File: config.mk
export PLATFORM = sky130hd
export DESIGN_NAME = shift_add_multiplier_flat
export DESIGN_NICKNAME = d
export VERILOG_FILES = /design/src/rtl/shift_add_multiplier_pkg.sv /design/src/rtl/shift_add_multiplier_if.sv /design/src/rtl/shift_add_multiplier_control.sv /design/src/rtl/shift_add_multiplier.sv /design/src/flat_wrapper.sv
export SDC_FILE = /design/constraint.sdc
export NUM_CORES = 1
export LEC_CHECK = 0
export CAP_MARGIN = 20
export CORE_ASPECT_RATIO = 0.5
export CORE_MARGIN = 2
export CORE_UTILIZATION = 39
export DETAILED_ROUTE_END_ITERATION = 8
export PLACE_DENSITY = 0.78
export SLEW_MARGIN = 30
export SYNTH_ARGS = -nofsm -noshare
export SYNTH_HDL_FRONTEND = slang
export SYNTH_SLANG_ARGS = --single-unit
File: constraint.sdc
create_clock -name Clk -period 2 [get_ports Clk]
set_clock_uncertainty 0.05 [all_clocks]
set_input_delay 0.4 -clock Clk [delete_from_list [all_inputs] [get_ports Clk]]
set_output_delay 0.4 -clock Clk [all_outputs]
set_load 0.05 [all_outputs]
File: src/rtl/shift_add_multiplier_pkg.sv
// Package mult_pkg: shared FSM state encoding for the shift-and-add
// multiplier. Imported by the control FSM and by the testbench.
package mult_pkg;

  typedef enum logic [1:0] {
    S_IDLE  = 2'd0,
    S_ADD   = 2'd1,
    S_SHIFT = 2'd2,
    S_DONE  = 2'd3
  } state_t;

endpackage

File: src/rtl/shift_add_multiplier_if.sv
// Start/done handshake and operand/result bus of the shift-and-add multiplier.
//   St      master->slave  start request (only honoured while Idle=1)
//   Mcand   master->slave  multiplicand, WIDTH bits
//   Mplier  master->slave  multiplier, WIDTH bits
//   Product slave->master  2*WIDTH-bit result, valid while Done=1
//   Idle    slave->master  unit can accept St
//   Done    slave->master  one-cycle completion pulse
interface shift_add_multiplier_if #(
  parameter int WIDTH = 8
);
  logic                 St;
  logic [WIDTH-1:0]     Mcand;
  logic [WIDTH-1:0]     Mplier;
  logic [2*WIDTH-1:0]   Product;
  logic                 Idle;
  logic                 Done;

  modport master (output St, Mcand, Mplier, input Product, Idle, Done);
  modport slave  (input St, Mcand, Mplier, output Product, Idle, Done);
endinterface

File: src/rtl/shift_add_multiplier_control.sv
// mult_control: sequencing FSM of the shift-and-add multiplier.
// Ports:
//   Clk, Rst   clock, synchronous active-high reset
//   St         start request, sampled in S_IDLE only
//   M          current multiplier LSB (ACC[0])
//   K          last iteration flag (count == WIDTH-1)
//   Idle, Done status outputs
//   Load/Ad/Sh combinational datapath strobes: load operands, add, shift
module mult_control
  import mult_pkg::*;
(
  input  logic Clk,
  input  logic Rst,
  input  logic St,
  input  logic M,
  input  logic K,
  output logic Idle,
  output logic Done,
  output logic Load,
  output logic Ad,
  output logic Sh
);

  state_t state_q, state_d;

  always_ff @(posedge Clk) begin
    if (Rst) state_q <= S_IDLE;
    else     state_q <= state_d;
  end

  always_comb begin
    state_d = S_IDLE;
    Idle    = 1'b0;
    Done    = 1'b0;
    Load    = 1'b0;
    Ad      = 1'b0;
    Sh      = 1'b0;
    case (state_q)
      S_IDLE: begin
        Idle = 1'b1;
        if (St) begin
          Load    = 1'b1;
          state_d = S_ADD;
        end else begin
          state_d = S_IDLE;
        end
      end
      S_ADD: begin
        // Add only when the current multiplier bit is set.
        Ad      = M;
        state_d = S_SHIFT;
      end
      S_SHIFT: begin
        Sh      = 1'b1;
        state_d = K ? S_DONE : S_ADD;
      end
      S_DONE: begin
        Done    = 1'b1;
        state_d = S_IDLE;
      end
      default: state_d = S_IDLE;
    endcase
  end

endmodule

File: src/rtl/shift_add_multiplier.sv
// shift_add_multiplier: sequential shift-and-add multiplier, one multiplier
// bit per add/shift pair; Done pulses 2*WIDTH cycles after the start edge.
// Ports:
//   Clk  clock (rising edge)
//   Rst  synchronous active-high reset
//   bus  shift_add_multiplier_if.slave: St, Mcand, Mplier in; Product, Idle, Done out
// Build option: define SIGNED_MODE_EN for two's-complement operation
// (sign-extended add, arithmetic shift, subtract on the multiplier sign bit).
module shift_add_multiplier #(
  parameter int WIDTH = 8
) (
  input  logic                  Clk,
  input  logic                  Rst,
  shift_add_multiplier_if.slave bus
);

  localparam int CNT_W = $clog2(WIDTH);

  // ACC holds {carry, upper field, multiplier}; the multiplier bits are
  // consumed from the LSB as the partial product shifts in from the top.
  logic [2*WIDTH:0] acc_q, acc_d;
  logic [WIDTH-1:0] mcand_q, mcand_d;
  logic [CNT_W-1:0] count_q, count_d;

  logic m, k, load, ad, sh;
  logic [WIDTH:0] upper, addend, upper_sum;

  assign m = acc_q[0];
  assign k = (count_q == CNT_W'(WIDTH - 1));

  mult_control u_ctrl (
    .Clk  (Clk),
    .Rst  (Rst),
    .St   (bus.St),
    .M    (m),
    .K    (k),
    .Idle (bus.Idle),
    .Done (bus.Done),
    .Load (load),
    .Ad   (ad),
    .Sh   (sh)
  );

  assign upper = acc_q[2*WIDTH:WIDTH];

`ifdef SIGNED_MODE_EN
  // Sign bit of the multiplier weighs -2^(WIDTH-1): subtract on the last add.
  assign addend    = {mcand_q[WIDTH-1], mcand_q};
  assign upper_sum = k ? (upper - addend) : (upper + addend);
`else
  assign addend    = {1'b0, mcand_q};
  assign upper_sum = upper + addend;
`endif

  always_comb begin
    acc_d   = acc_q;
    mcand_d = mcand_q;
    count_d = count_q;
    if (load) begin
      acc_d   = {{(WIDTH+1){1'b0}}, bus.Mplier};
      mcand_d = bus.Mcand;
      count_d = '0;
    end else if (ad) begin
      acc_d[2*WIDTH:WIDTH] = upper_sum;
    end else if (sh) begin
`ifdef SIGNED_MODE_EN
      acc_d = {acc_q[2*WIDTH], acc_q[2*WIDTH:1]};
`else
      acc_d = {1'b0, acc_q[2*WIDTH:1]};
`endif
      if (!k) count_d = count_q + 1'b1;
    end
  end

  always_ff @(posedge Clk) begin
    if (Rst) begin
      acc_q   <= '0;
      mcand_q <= '0;
      count_q <= '0;
    end else begin
      acc_q   <= acc_d;
      mcand_q <= mcand_d;
      count_q <= count_d;
    end
  end

  assign bus.Product = acc_q[2*WIDTH-1:0];

endmodule

File: src/flat_wrapper.sv
// flat-port wrapper written by rule: the top's interface ports become plain ports
module shift_add_multiplier_flat 
#(
  parameter int WIDTH = 8
)
  (Clk, Rst, bus_St, bus_Mcand, bus_Mplier, bus_Product, bus_Idle, bus_Done);
  shift_add_multiplier_if #(.WIDTH(WIDTH)) bus_i ();
  input  logic Clk;
  input  logic Rst;
  input wire logic [$bits(bus_i.St)-1:0] bus_St;
  input wire logic [$bits(bus_i.Mcand)-1:0] bus_Mcand;
  input wire logic [$bits(bus_i.Mplier)-1:0] bus_Mplier;
  output wire logic [$bits(bus_i.Product)-1:0] bus_Product;
  output wire logic [$bits(bus_i.Idle)-1:0] bus_Idle;
  output wire logic [$bits(bus_i.Done)-1:0] bus_Done;
  assign bus_i.St = bus_St;
  assign bus_i.Mcand = bus_Mcand;
  assign bus_i.Mplier = bus_Mplier;
  assign bus_Product = bus_i.Product;
  assign bus_Idle = bus_i.Idle;
  assign bus_Done = bus_i.Done;
  shift_add_multiplier #(.WIDTH(WIDTH)) u_core (.Clk(Clk), .Rst(Rst), .bus(bus_i));
endmodule
# == Word-level counts from Yosys, hierarchy flattened ==
# Cells that the tools add are included.
# word_totals
ff_bits,30
out_inout_bits,18
# classes
add_sub_neg,2
eq_ne,5
n_mux,13
bitwise_logic,2
reduce_logical,6
# ops
cell,count
17-bit 2-to-1 mux,1
8-bit 2-to-1 mux,2
9-bit by 8-bit adder with 9-bit output,1
9-bit 2-to-1 mux,1
2-bit case mux with 4 select lines,1
1-bit 2-to-1 mux,7
"2-bit == test, second input constant",2
2-bit nonzero test,2
"3-bit by 1-bit adder with 3-bit output, second input constant",1
"3-bit == test, second input constant",1
3-bit AND reduction,1
"2-bit by 1-bit == test with 1-bit output, second input constant",1
2-bit logical NOT,1
2-bit 2-to-1 mux,1
"2-bit by 1-bit != test with 1-bit output, second input constant",1
1-bit NOT,2
2-bit AND reduction,1
2-bit OR reduction,1

# == Depth between registers and ports, before layout ==
# logic_depth
ltp_word,5
ltp_mapped,8
ltp_nobuf,8

# == Hierarchy ==
# Synthesis repeated with hierarchy kept, for this count alone.
# hier_totals
hier_cells,212
hier_area_um2,1735.4
# by_module_without_submodules
module,n_inst,cells_each,area_per_inst_um2,seq_area_each_um2
shift_add_multiplier,1,199,1630.3,560.5
mult_control,1,13,105.1,40.0

# == Least setup slack after synthesis ==
# No wires, ideal clock.
# synth_timing
kind,register to register
startpoint,register u_core.acc_q[8]
endpoint,register u_core.acc_q[16]
setup_ns,0.121
t_arrival_ns,1.720
t_required_ns,1.829
setup_slack_ns,0.109
stages_incl_launch_ff,9
path_buffers,0
synth_period_minus_slack_ns,1.891
cell_sequence,dfxtp_1 > ha_1 > inv_1 > fa_1 > nor2b_4 > or3_1 > a21oi_2 > o22ai_1 > mux2_4
# synth_via
elab_chain_cells,2
# synth_rtl
item,line,rtl
"start, declared",shift_add_multiplier.sv:21,"logic [2*WIDTH:0] acc_q, acc_d;"
"start signal, assigned",shift_add_multiplier.sv:77,acc_q <= '0;
"start signal, assigned",shift_add_multiplier.sv:81,acc_q <= acc_d;
9-bit by 8-bit adder with 9-bit output,shift_add_multiplier.sv:52,assign upper_sum = upper + addend;
9-bit 2-to-1 mux,shift_add_multiplier.sv:63,end else if (ad) begin
# Every way passes these cells.
# A chain may end at the register's enable or synchronous reset.

# == Final worst setup path ==
# layout_timing
startpoint,register u_core.acc_q[7]
endpoint,output bus_Product[7]
# layout_lines
item,line,rtl
"end, declared",flat_wrapper.sv:13,output wire logic [$bits(bus_i.Product)-1:0] bus_Product;
# No word-level cell between the ends.

==> results.py <==
metrics = {
    "synthesis": {
        "synth-simple-area-share_pct": 22.8,
        "synth_xor_area_share_pct": 1.02,
        "synth_top_area_share_pct": 35.1,
        "synth-main-ff-cell": "dfxtp_1",
        "synthesis.area_mm2": 0.00171,
        "ys_ff_latch": 30,
        "synth_async_sr_flop_share_pct": 0,
        "ys_types": 42,
        "synth_nets": 236,
        "yosysWarnings": 0,
        "synth_edf_count": 0,
        "yosys.area.top_type": "dfxtp_1",
        "synth_cells": 206,
        "synth-adder-area-share_pct": 8.48,
        "postSynthAreaPerCell_um2": 8.31,
        "synth.area.mux_share_pct": 2.05,
        "synth_compound_area_share_pct": 19.5,
        "synth_top_family_by_area": "simple AND/OR/NAND/NOR gates",
        "synth-seq-area-share_pct": 35.1,
        "synth_area_leaders": "dfxtp_1, nand2_1, buf_4",
    },
    "die": {
        "rows": 16,
        "die_h_um": 50.8,
        "ios": 37,
        "coreArea_mm2": 0.00406,
        "start_util_pct": 42.1,
        "dieWidth_um": 97.7,
        "die_area_mm2": 0.00497,
    },
    "global_routing": {
        "grt_pass1_wl_mm": 6.24,
        "track_usage_pct": 16.0,
        "antenna_found_initial": 0,
        "grt_pass1_vias": 1351,
        "globalRouteOverflowTotal": 0,
        "grt_start_max_net_pins": 26,
    },
    "worst_setup_path": {
        "critPathKind": "reg -> out",
        "rr_worst_depth": 8,
        "r2r-start": "u_core.acc_q[8]$_SDFFE_PP0P_",
        "r2r_end": "u_core.acc_q[16]$_SDFFE_PP0P_",
        "cp_data_arrival_time_ps": 1460,
        "critical_path.max_stage_delay_ps": 820,
        "r2r_setup_slack_ps": 90,
        "path_buf_inv": 1,
        "cp_top_family": "buffers and inverters",
        "crit_path_max_fanout": 3,
        "cp-end-kind": "primary output",
        "crit_slowest_cell": "clkdlybuf4s50_1",
        "crit_required_ps": 1550,
        "critPathLaunchType": "flip-flop",
        "crit_chain": "clkdlybuf4s50_1",
    },
    "cts": {
        "cts_root_buf": "clkbuf_8",
        "clock_path_buffers": 2,
        "cts_tree": "built",
        "path_clk_slew_ps": 70,
        "clock-sinks": 30,
        "clock_latency_ps": 290,
        "cts_max_level": 2,
        "cts_buffers": 5,
        "holdBufCountCts": 0,
    },
    "place": {
        "place_hpwl_mm": 2.76,
        "placedInstanceArea_mm2": 0.00200,
        "io_buffers": 36,
        "gp_congestion": 0.919,
        "dp_slack_ps": 68.3,
    },
    "timing": {
        "slew_headroom_pct": 66.6,
        "fin_crit_ps": 1910,
        "rsz0062_at_grt": "no",
        "fin_ws_ps": 88.5,
        "setup_tns_ps": 0,
        "finalHoldViolations": 0,
        "max_freq_mhz": 523,
        "setup_violations": 0,
        "worst_slew_pin_slew_ps": 500,
        "slew_violations": 0,
        "timing.final.crit_share_pct": 95.6,
    },
    "worst_hold_path": {
        "hold_path_class": "reg -> reg",
        "whs_endpoint": "u_core.mcand_q[4]$_SDFFE_PP0P_",
        "hp-start": "u_core.mcand_q[4]$_SDFFE_PP0P_",
        "hold_depth": 2,
    },
    "final_layout": {
        "final_cell_mix": "nand2_1, dfxtp_1, clkdlybuf4s50_1, nor2_1, buf_4",
        "syn_to_final_growth_pct": 24.2,
        "drive_above_1_share_pct": 16.7,
        "fin_nets": 263,
        "final_cell_area_mm2": 0.00213,
        "final_common_cell": "nand2_1",
        "fillCellCount": 394,
        "antenna_cells": 0,
    },
    "detailed_routing": {
        "drt-wirelength-per-cell_um": 13.8,
        "viasPerCell": 5.31,
        "route.detailed.drc": 0,
        "via_count": 1529,
        "drt_iter0_markers": 61,
        "firstDrtPassIters": 4,
        "routed_wl_mm": 3.98,
        "antenna_left": 0,
    },
    "run": {
        "cap_viol_max_count": 0,
    },
    "power": {
        "power_density_mw_per_mm2": 731,
        "peakVddDrop_mv": 0.294,
        "p_leak_uw": 0.000862,
    },
    "outcome": {
        "outcome": "finished clean",
    },
}
==> tightest hold or removal path, cell delays in order, from the launching register on <==
cell and delay [ps]:
dfxtp_1 310, nand2_1 50, a21oi_1 60
==> stage by stage <==
stage                     std cells  total power, uW  utilization, %  hold slack (ps)
after floorplan                 206              865               -              390
after global placement          279              945            49.2              403
after detailed placement        279              950            49.2              406
after CTS                       287             1560            51.8              417
after global routing            288             1610            52.3              455
final                           288             1550            52.3              417
==> worst max-delay path by stage <==
stage | start | endpoint | slack [ps] | cells after the start
floorplan | u_core.acc_q[8]$_SDFFE_PP0P_ | u_core.acc_q[16]$_SDFFE_PP0P_ | 110 | 8
global placement | u_core.acc_q[8]$_SDFFE_PP0P_ | u_core.acc_q[16]$_SDFFE_PP0P_ | 110 | 8
detailed placement | u_core.acc_q[8]$_SDFFE_PP0P_ | u_core.acc_q[16]$_SDFFE_PP0P_ | 70 | 8
CTS | u_core.acc_q[8]$_SDFFE_PP0P_ | u_core.acc_q[16]$_SDFFE_PP0P_ | 40 | 8
global route | u_core.acc_q[8]$_SDFFE_PP0P_ | u_core.acc_q[16]$_SDFFE_PP0P_ | 5 | 8
finish | u_core.acc_q[7]$_SDFFE_PP0P_ | bus_Product[7] | 90 | 1
==> synth_stat cells, types with 2 or more instances <==
cell type / number
buf_4: 18
nor3b_1: 2
dfxtp_1: 30
clkbuf_1: 2
nor2b_1: 2
nand2_1: 39
a221oi_1: 5
a21o_1: 2
or3_1: 2
inv_1: 4
nor3_1: 2
and3_1: 2
o22ai_1: 3
a311oi_1: 8
a22oi_1: 3
nor2_1: 22
a211oi_1: 3
o21ai_0: 5
a21oi_1: 16
ha_1: 10
mux2i_1: 2
buf_2: 4
==> state kept, by name, summed over array words and instances, names as in the netlist <==
signal                 count
u_core.u_ctrl.state_q      2
u_core.mcand_q             8
u_core.count_q             3
u_core.acc_q              17
==> cells by family after synthesis <==
| family | after synthesis |
|---|---|
| compound gates | 49 |
| xor+xnor | 2 |
| fa+ha+maj | 11 |
| buf+inv | 29 |
| flops | 30 |
| mux | 3 |
| simple gates | 82 |
==> power by group <==
group / internal (uW) / leakage [uW] / switching [uW]
clock: 366 / 0.0000579 / 248
combinational: 116 / 0.000559 / 169
sequential: 628 / 0.000245 / 26.3
==> per-layer routing <==
metal,vias to the layer above,global-route usage (%),share of wire (%),routed length (um)
met3,6,4.92,4.5,177
met5,-,0,0,0
li1,759,-,-,-
met2,31,25.7,45,1790
met4,0,5.56,1.3,52
met1,733,20.6,49,1950
==> area by class of cell <==
cell class,instances,area (um2),area share (%)
multi-input cells,147,933,43.9
repair buffers,45,400,18.8
inverters,4,15.0,0.706
flip-flops and latches,30,601,28.3
well taps,54,67.6,3.18
clock buffers,5,68.8,3.24
clock inverters,3,40.0,1.88
==> timing repair <==
action / CTS / global route
resized for setup: 0 / 4
buffers inserted: 0 / 1
setup endpoints to repair: 0 / 2
Power figures use the tool's default switching activity.
==> RTL change 1: new RTL, same flow settings <==
`WIDTH` is set to 8 in 3 places; all go to 16.
--- a/src/rtl/shift_add_multiplier_if.sv
+++ b/src/rtl/shift_add_multiplier_if.sv
@@ -7,5 +7,5 @@
 //   Done    slave->master  one-cycle completion pulse
 interface shift_add_multiplier_if #(
-  parameter int WIDTH = 8
+  parameter int WIDTH = 16
 );
   logic                 St;
--- a/src/rtl/shift_add_multiplier.sv
+++ b/src/rtl/shift_add_multiplier.sv
@@ -8,5 +8,5 @@
 // (sign-extended add, arithmetic shift, subtract on the multiplier sign bit).
 module shift_add_multiplier #(
-  parameter int WIDTH = 8
+  parameter int WIDTH = 16
 ) (
   input  logic                  Clk,
--- a/src/flat_wrapper.sv
+++ b/src/flat_wrapper.sv
@@ -2,5 +2,5 @@
 module shift_add_multiplier_flat 
 #(
-  parameter int WIDTH = 8
+  parameter int WIDTH = 16
 )
   (Clk, Rst, bus_St, bus_Mcand, bus_Mplier, bus_Product, bus_Idle, bus_Done);
Interface: changed (resized bus_Mcand, bus_Mplier and bus_Product); port bits go from 37 to 69. The function was not compared with the original's and may differ.
==> RTL change 1 against the unedited design <==
- the run now ends with setup timing left
- worst setup slack got worse by 0.13 ns
- sequential cell count up 25
- area after synthesis is 83% higher
- total power rose by 71%
- global-route usage up 3.2 points
- sequential share of layout area is 2.3 points lower
- design area increased by 99%
- wire length increased by 110%
- non-clock buffer count increased by 74
- synthesized cell count up 93%
- critical endpoint is now u_core.acc_q[28]
- largest cell class unchanged
- largest power group unchanged
- highest routed layer unchanged
==> RTL change 1: results (changes against the unedited design) <==
* Peak VDD IR at 0.3236 mV (+10%)
* Max incr delay on CP at 0.35 ns (-0.47 ns)
* Leakage power at 1.675 nW (+94%)
* Register area share after synthesis at 35.21% (+0.13 points)
* Vias per cell at 5.150 (-3.0%)
* Layout fillers at 758 (+92%)
* CTS max path bufs at 2 (unchanged)
* DP Area at 3958 um2 (+98%)
* Int Pwr at 0.001875 W (+69%)
* CP delay by family, top: compound AO/OA/AOI/OAI gates
* Min-delay src: u_core.mcand_q[14]
* WL/cell at 14.59 um (+5.7%)
* Failing checks: setup timing
* Yosys cell types at 43 (+2.4%)
* DR iter-0 viols at 145 (+140%)
* CP Max Fanout at 4 (+1)
* Vias in the first global route at 2773 (+110%)
* Dpl ws at -0.08215 ns (-0.1505 ns)
* Status: finished, violations left
* Routability congestion estimate at 0.9440 (+2.7%)
* Top FF cell, synth: dfxtp_1
* Synth top area cells: dfxtp_1, nand2_1, buf_4, a21oi_1, ha_1
* Async SR Flop Fraction at 0% (unchanged)
* Initial antenna violation count at 0 (unchanged)
* Top cells by count, synth: nand2_1, dfxtp_1, a21oi_1
* Synthesized Nets at 450 (+91%)
* IO buf count at 68 (+89%)
* Fin nets at 522 (+98%)
* Total GRT Usage at 19.19% (+3.2 points)
* Fraction of layout cells with a size suffix above 1 at 22.17% (+5.5 points)
* Drt pass-1 iters at 5 (+1)
* Crit path from: u_core.acc_q[16]
* CP max-delay cell: fa_2
* Pin count of the biggest net entering global routing at 31 (+19%)
* Final worst setup slack at -0.03836 ns (-0.1269 ns)
* Worst slew pin tran at 0.5104 ns (+0.01084 ns)
* Antenna cells at 0 (unchanged)
* Reg clk slew, reported paths at 0.07 ns (about the same)
* Final Setup Violations at 4 (+4)
* # H-tree levels at 2 (unchanged)
* Final HPWL DP at 6179 um (+120%)
* Worst Hold Class: reg2reg
* Setup TNS Final at -0.1157 ns (-0.1157 ns)
* Root buf cell: clkbuf_16
* Critical Path AT at 2.17 ns (+0.71 ns)
* Biggest regs: u_core.acc_q x33, u_core.mcand_q x16, u_core.count_q x4
* Global-route wire length before repair at 13250 um (+110%)
[RTL change 1: cell types whose count changed after synthesis, sizes merged, moves of 4 or more]
| cell | change |
|---|---|
| xor2 | +5 |
| nor2 | +10 |
| a21oi | +28 |
| a31oi | +4 |
| ha | +7 |
| nand2 | +49 |
| clkbuf | +19 |
| o21ai | +4 |
| buf | +10 |
| xnor2 | +8 |
| a22oi | +6 |
| a311oi | +8 |
| dfxtp | +25 |
[RTL change 1: power groups by stage]
stage,Combinational [W],Sequential [W],Clock [W]
finish,0.000559,0.00120,0.000905
global route,0.000602,0.00121,0.000970
CTS,0.000551,0.00120,0.000913
detailed placement,0.000548,0.00122,0
global placement,0.000542,0.00122,0
floorplan,0.000376,0.00121,0
[RTL change 1: worst reg2reg max path, cell delays in order (launching register included)]
cell and delay (ns):
dfxtp_2 0.34, ha_4 0.16, fa_2 0.35, a211o_4 0.34, o211ai_4 0.10, a31oi_4 0.14
a21oi_1 0.20, xor2_1 0.16, o22ai_1 0.09
[RTL change 1: cell type report]
type / instances / area [um2] / share of cell area, %
Clock buffer: 6 / 138.9 / 3.275
Clock inverter: 1 / 5.005 / 0.1180
Inverter: 2 / 7.507 / 0.1770
Multi-Input combinational cell: 286 / 1829 / 43.14
Sequential cell: 55 / 1102 / 26.00
Tap cell: 112 / 140.1 / 3.305
Timing Repair Buffer: 119 / 1017 / 23.99
[RTL change 1: path summary, 6_finish.rpt]
kind | endpoint | slack [ns] | cells after the start
setup / recovery | u_core.acc_q[28] | -0.04 | 8
hold / removal | u_core.mcand_q[14] | 0.41 | 2
setup reg to reg | u_core.acc_q[28] | -0.04 | 8
hold reg to reg | u_core.mcand_q[14] | 0.41 | 2
[RTL change 1: cell families (layout without fill, tap and decap cells)]
logic type / after synthesis / after routing / share of synthesized area [%]
fa+ha+maj: 18 / 18 / 7.443
xor+xnor: 15 / 15 / 4.202
buf+inv: 56 / 128 / 10.56
mux: 2 / 2 / 0.6403
flops: 55 / 55 / 35.21
compound gates: 106 / 106 / 22.81
simple gates: 145 / 145 / 19.13
[RTL change 1: per-layer routing]
layer / vias to the layer above / global-route usage [%] / wire [um]
met4: 0 / 6.782 / 123
li1: 1514 / - / -
met1: 1384 / 26.15 / 4131
met3: 9 / 3.090 / 433
met5: - / 0 / 0
met2: 85 / 31.18 / 3787
[RTL change 1: repair_timing]
item / CTS / global route
resized for setup: 3 / 21
endpoints found under the setup margin: 9 / 10
endpoints found under the hold margin: 0 / 0
setup buffers: 1 / 1
pin swaps: 5 / 8
[RTL change 1: stage by stage]
stage / instances / hold slack (ns)
floorplan: 397 / 0.3900
detailed placement: 572 / 0.4022
CTS: 580 / 0.4119
global route: 581 / 0.4341
finish: 581 / 0.4087
global placement: 572 / 0.3975
==> RTL change 2: new RTL, config.mk and constraints unchanged <==
Without the edit above. Re-encode `state_t` (4 states) as one-hot, 4 bits wide.
--- a/src/rtl/shift_add_multiplier_pkg.sv
+++ b/src/rtl/shift_add_multiplier_pkg.sv
@@ -3,9 +3,9 @@
 package mult_pkg;
 
-  typedef enum logic [1:0] {
-    S_IDLE  = 2'd0,
-    S_ADD   = 2'd1,
-    S_SHIFT = 2'd2,
-    S_DONE  = 2'd3
+  typedef enum logic [3:0] {
+    S_IDLE  = 4'b0001,
+    S_ADD   = 4'b0010,
+    S_SHIFT = 4'b0100,
+    S_DONE  = 4'b1000
   } state_t;
 
Check against the original RTL: no difference found for any inputs over 10 cycles, from zero or initial values and one cycle with Rst high; not proved beyond that.
==> RTL change 2 against the unedited design <==
- wire length up 3.9%
- sequential cell count rose by 2
- critical path type is now reg2reg
- fmax fell by 2.7%
- total power is 11% higher
- combinational power up 38%
- critical endpoint is now u_core.acc_q[14]
- area after synthesis up 7.9%
- design area increased by 9.4%
- worst setup slack worse by 0.054 ns
- clock power fell by 0.7%
==> RTL change 2: results (changes against the unedited design) <==
* Leakage power at 0.9722 nW (+13%)
* Fin nets at 277 (+5.3%)
* Met3 Usage GRT at 4.133% (-0.79 points)
* Seq pwr share at 41.8% (-0.3 points)
* WHS Endpoint: u_core.mcand_q[0]
* Antenna cells at 0 (unchanged)
* Vias in the first global route at 1560 (+15%)
* Post-CTS sizing at 1 (+1)
* Pin count of the biggest net entering global routing at 16 (-38%)
* Dpl cells at 295 (+5.7%)
* Grt met2 use at 28.70% (+3.0 points)
* Reg2Reg Depth at 7 (-1)
* Top cells by count, synth: nand2_1, dfxtp_1, nor2_1
* Max incr delay on CP at 0.35 ns (-0.47 ns)
* DR vias at 1621 (+6.0%)
* Hold Slack at 0.4121 ns (-0.005259 ns)
* Post-synthesis mux area share at 0% (-2.0 points)
* Slew headroom at 66.26% (-0.33 points)
* Fraction of layout cells with a size suffix above 1 at 19.76% (+3.1 points)
* Synthesized Nets at 248 (+5.1%)
* Reg-to-reg startpoint: u_core.acc_q[10]
* Metal-1 WL at 1978 um (+1.4%)
* Final HPWL DP at 3146 um (+14%)
* DP Area at 2187 um2 (+9.5%)
* CP delay by family, top: simple AND/OR/NAND/NOR gates
* Tot Pwr at 0.001721 W (+11%)
* CP Max Fanout at 4 (+1)
* Global-route wire length before repair at 6900 um (+11%)
* WL final at 4131 um (+3.9%)
* Critical Path AT at 2.09 ns (+0.63 ns)
* Total GRT Usage at 16.82% (+0.85 points)
* Met3 WL post-DR at 190 um (+7.3%)
* Clock-net power at 0.000610 W (-0.7%)
* Met2 WL at 1910 um (+6.5%)
* R2R Path End: u_core.acc_q[14]
* Post-Synth Adder-Cell Area at 7.859% (-0.62 points)
* Synth top area cells: dfxtp_1, nand2_1, buf_4, ha_1, a21oi_1
* Syn Area/Cell at 8.471 um2 (+2.0%)
* Biggest regs: u_core.acc_q x17, u_core.mcand_q x8, u_core.u_ctrl.state_q x4
* Yosys cell types at 49 (+17%)
* Sw Pwr at 0.0005055 W (+14%)
* DR iter-0 viols at 41 (-33%)
* Top FF cell, synth: dfxtp_1
* Final Non-Filler Cells at 305 (+5.9%)
* XOR/XNOR share of the synthesized area at 0.9485% (-0.075 points)
* IO buf count at 36 (unchanged)
* Peak VDD IR at 0.2862 mV (-2.5%)
* M1 GR Usage at 20.62% (about the same)
* Compound-Gate Fraction of Synth Area at 21.54% (+2.0 points)
* Register area share after synthesis at 34.69% (-0.40 points)
* Routability congestion estimate at 0.8389 (-8.7%)
* Min-delay src: u_core.mcand_q[0]
* CP max-delay cell: ha_1
* Reg2reg setup slack at 0.03 ns (-0.05 ns)
* Status: finished, final reports clean
## RTL change 2: worst max path at each step
stage | start | endpoint | slack, ns | cells after the start
after floorplan | u_core.u_ctrl.state_q[0] | u_core.acc_q[15] | 0.007 | 5
after global placement | u_core.acc_q[8] | u_core.acc_q[16] | 0.14 | 8
after detailed placement | u_core.acc_q[8] | u_core.acc_q[16] | 0.04 | 8
after CTS | u_core.acc_q[8] | u_core.acc_q[16] | 0.02 | 8
after global routing | u_core.acc_q[8] | u_core.acc_q[16] | -0.03 | 8
final | u_core.acc_q[10] | u_core.acc_q[14] | 0.03 | 7
## RTL change 2: layout make-up
cell class / count / area, um2
Inverter: 5 / 18.77
Multi-Input combinational cell: 154 / 1028
Tap cell: 57 / 71.32
Clock inverter: 2 / 35.03
Timing Repair Buffer: 49 / 457.9
Sequential cell: 32 / 640.6
Clock buffer: 6 / 72.57
Fill cell: 432 / 2142
## RTL change 2: worst min-delay path, stage by stage (launching register included)
cell and delay, ns:
dfxtp_1 0.31, nand2_1 0.05, a21oi_1 0.05
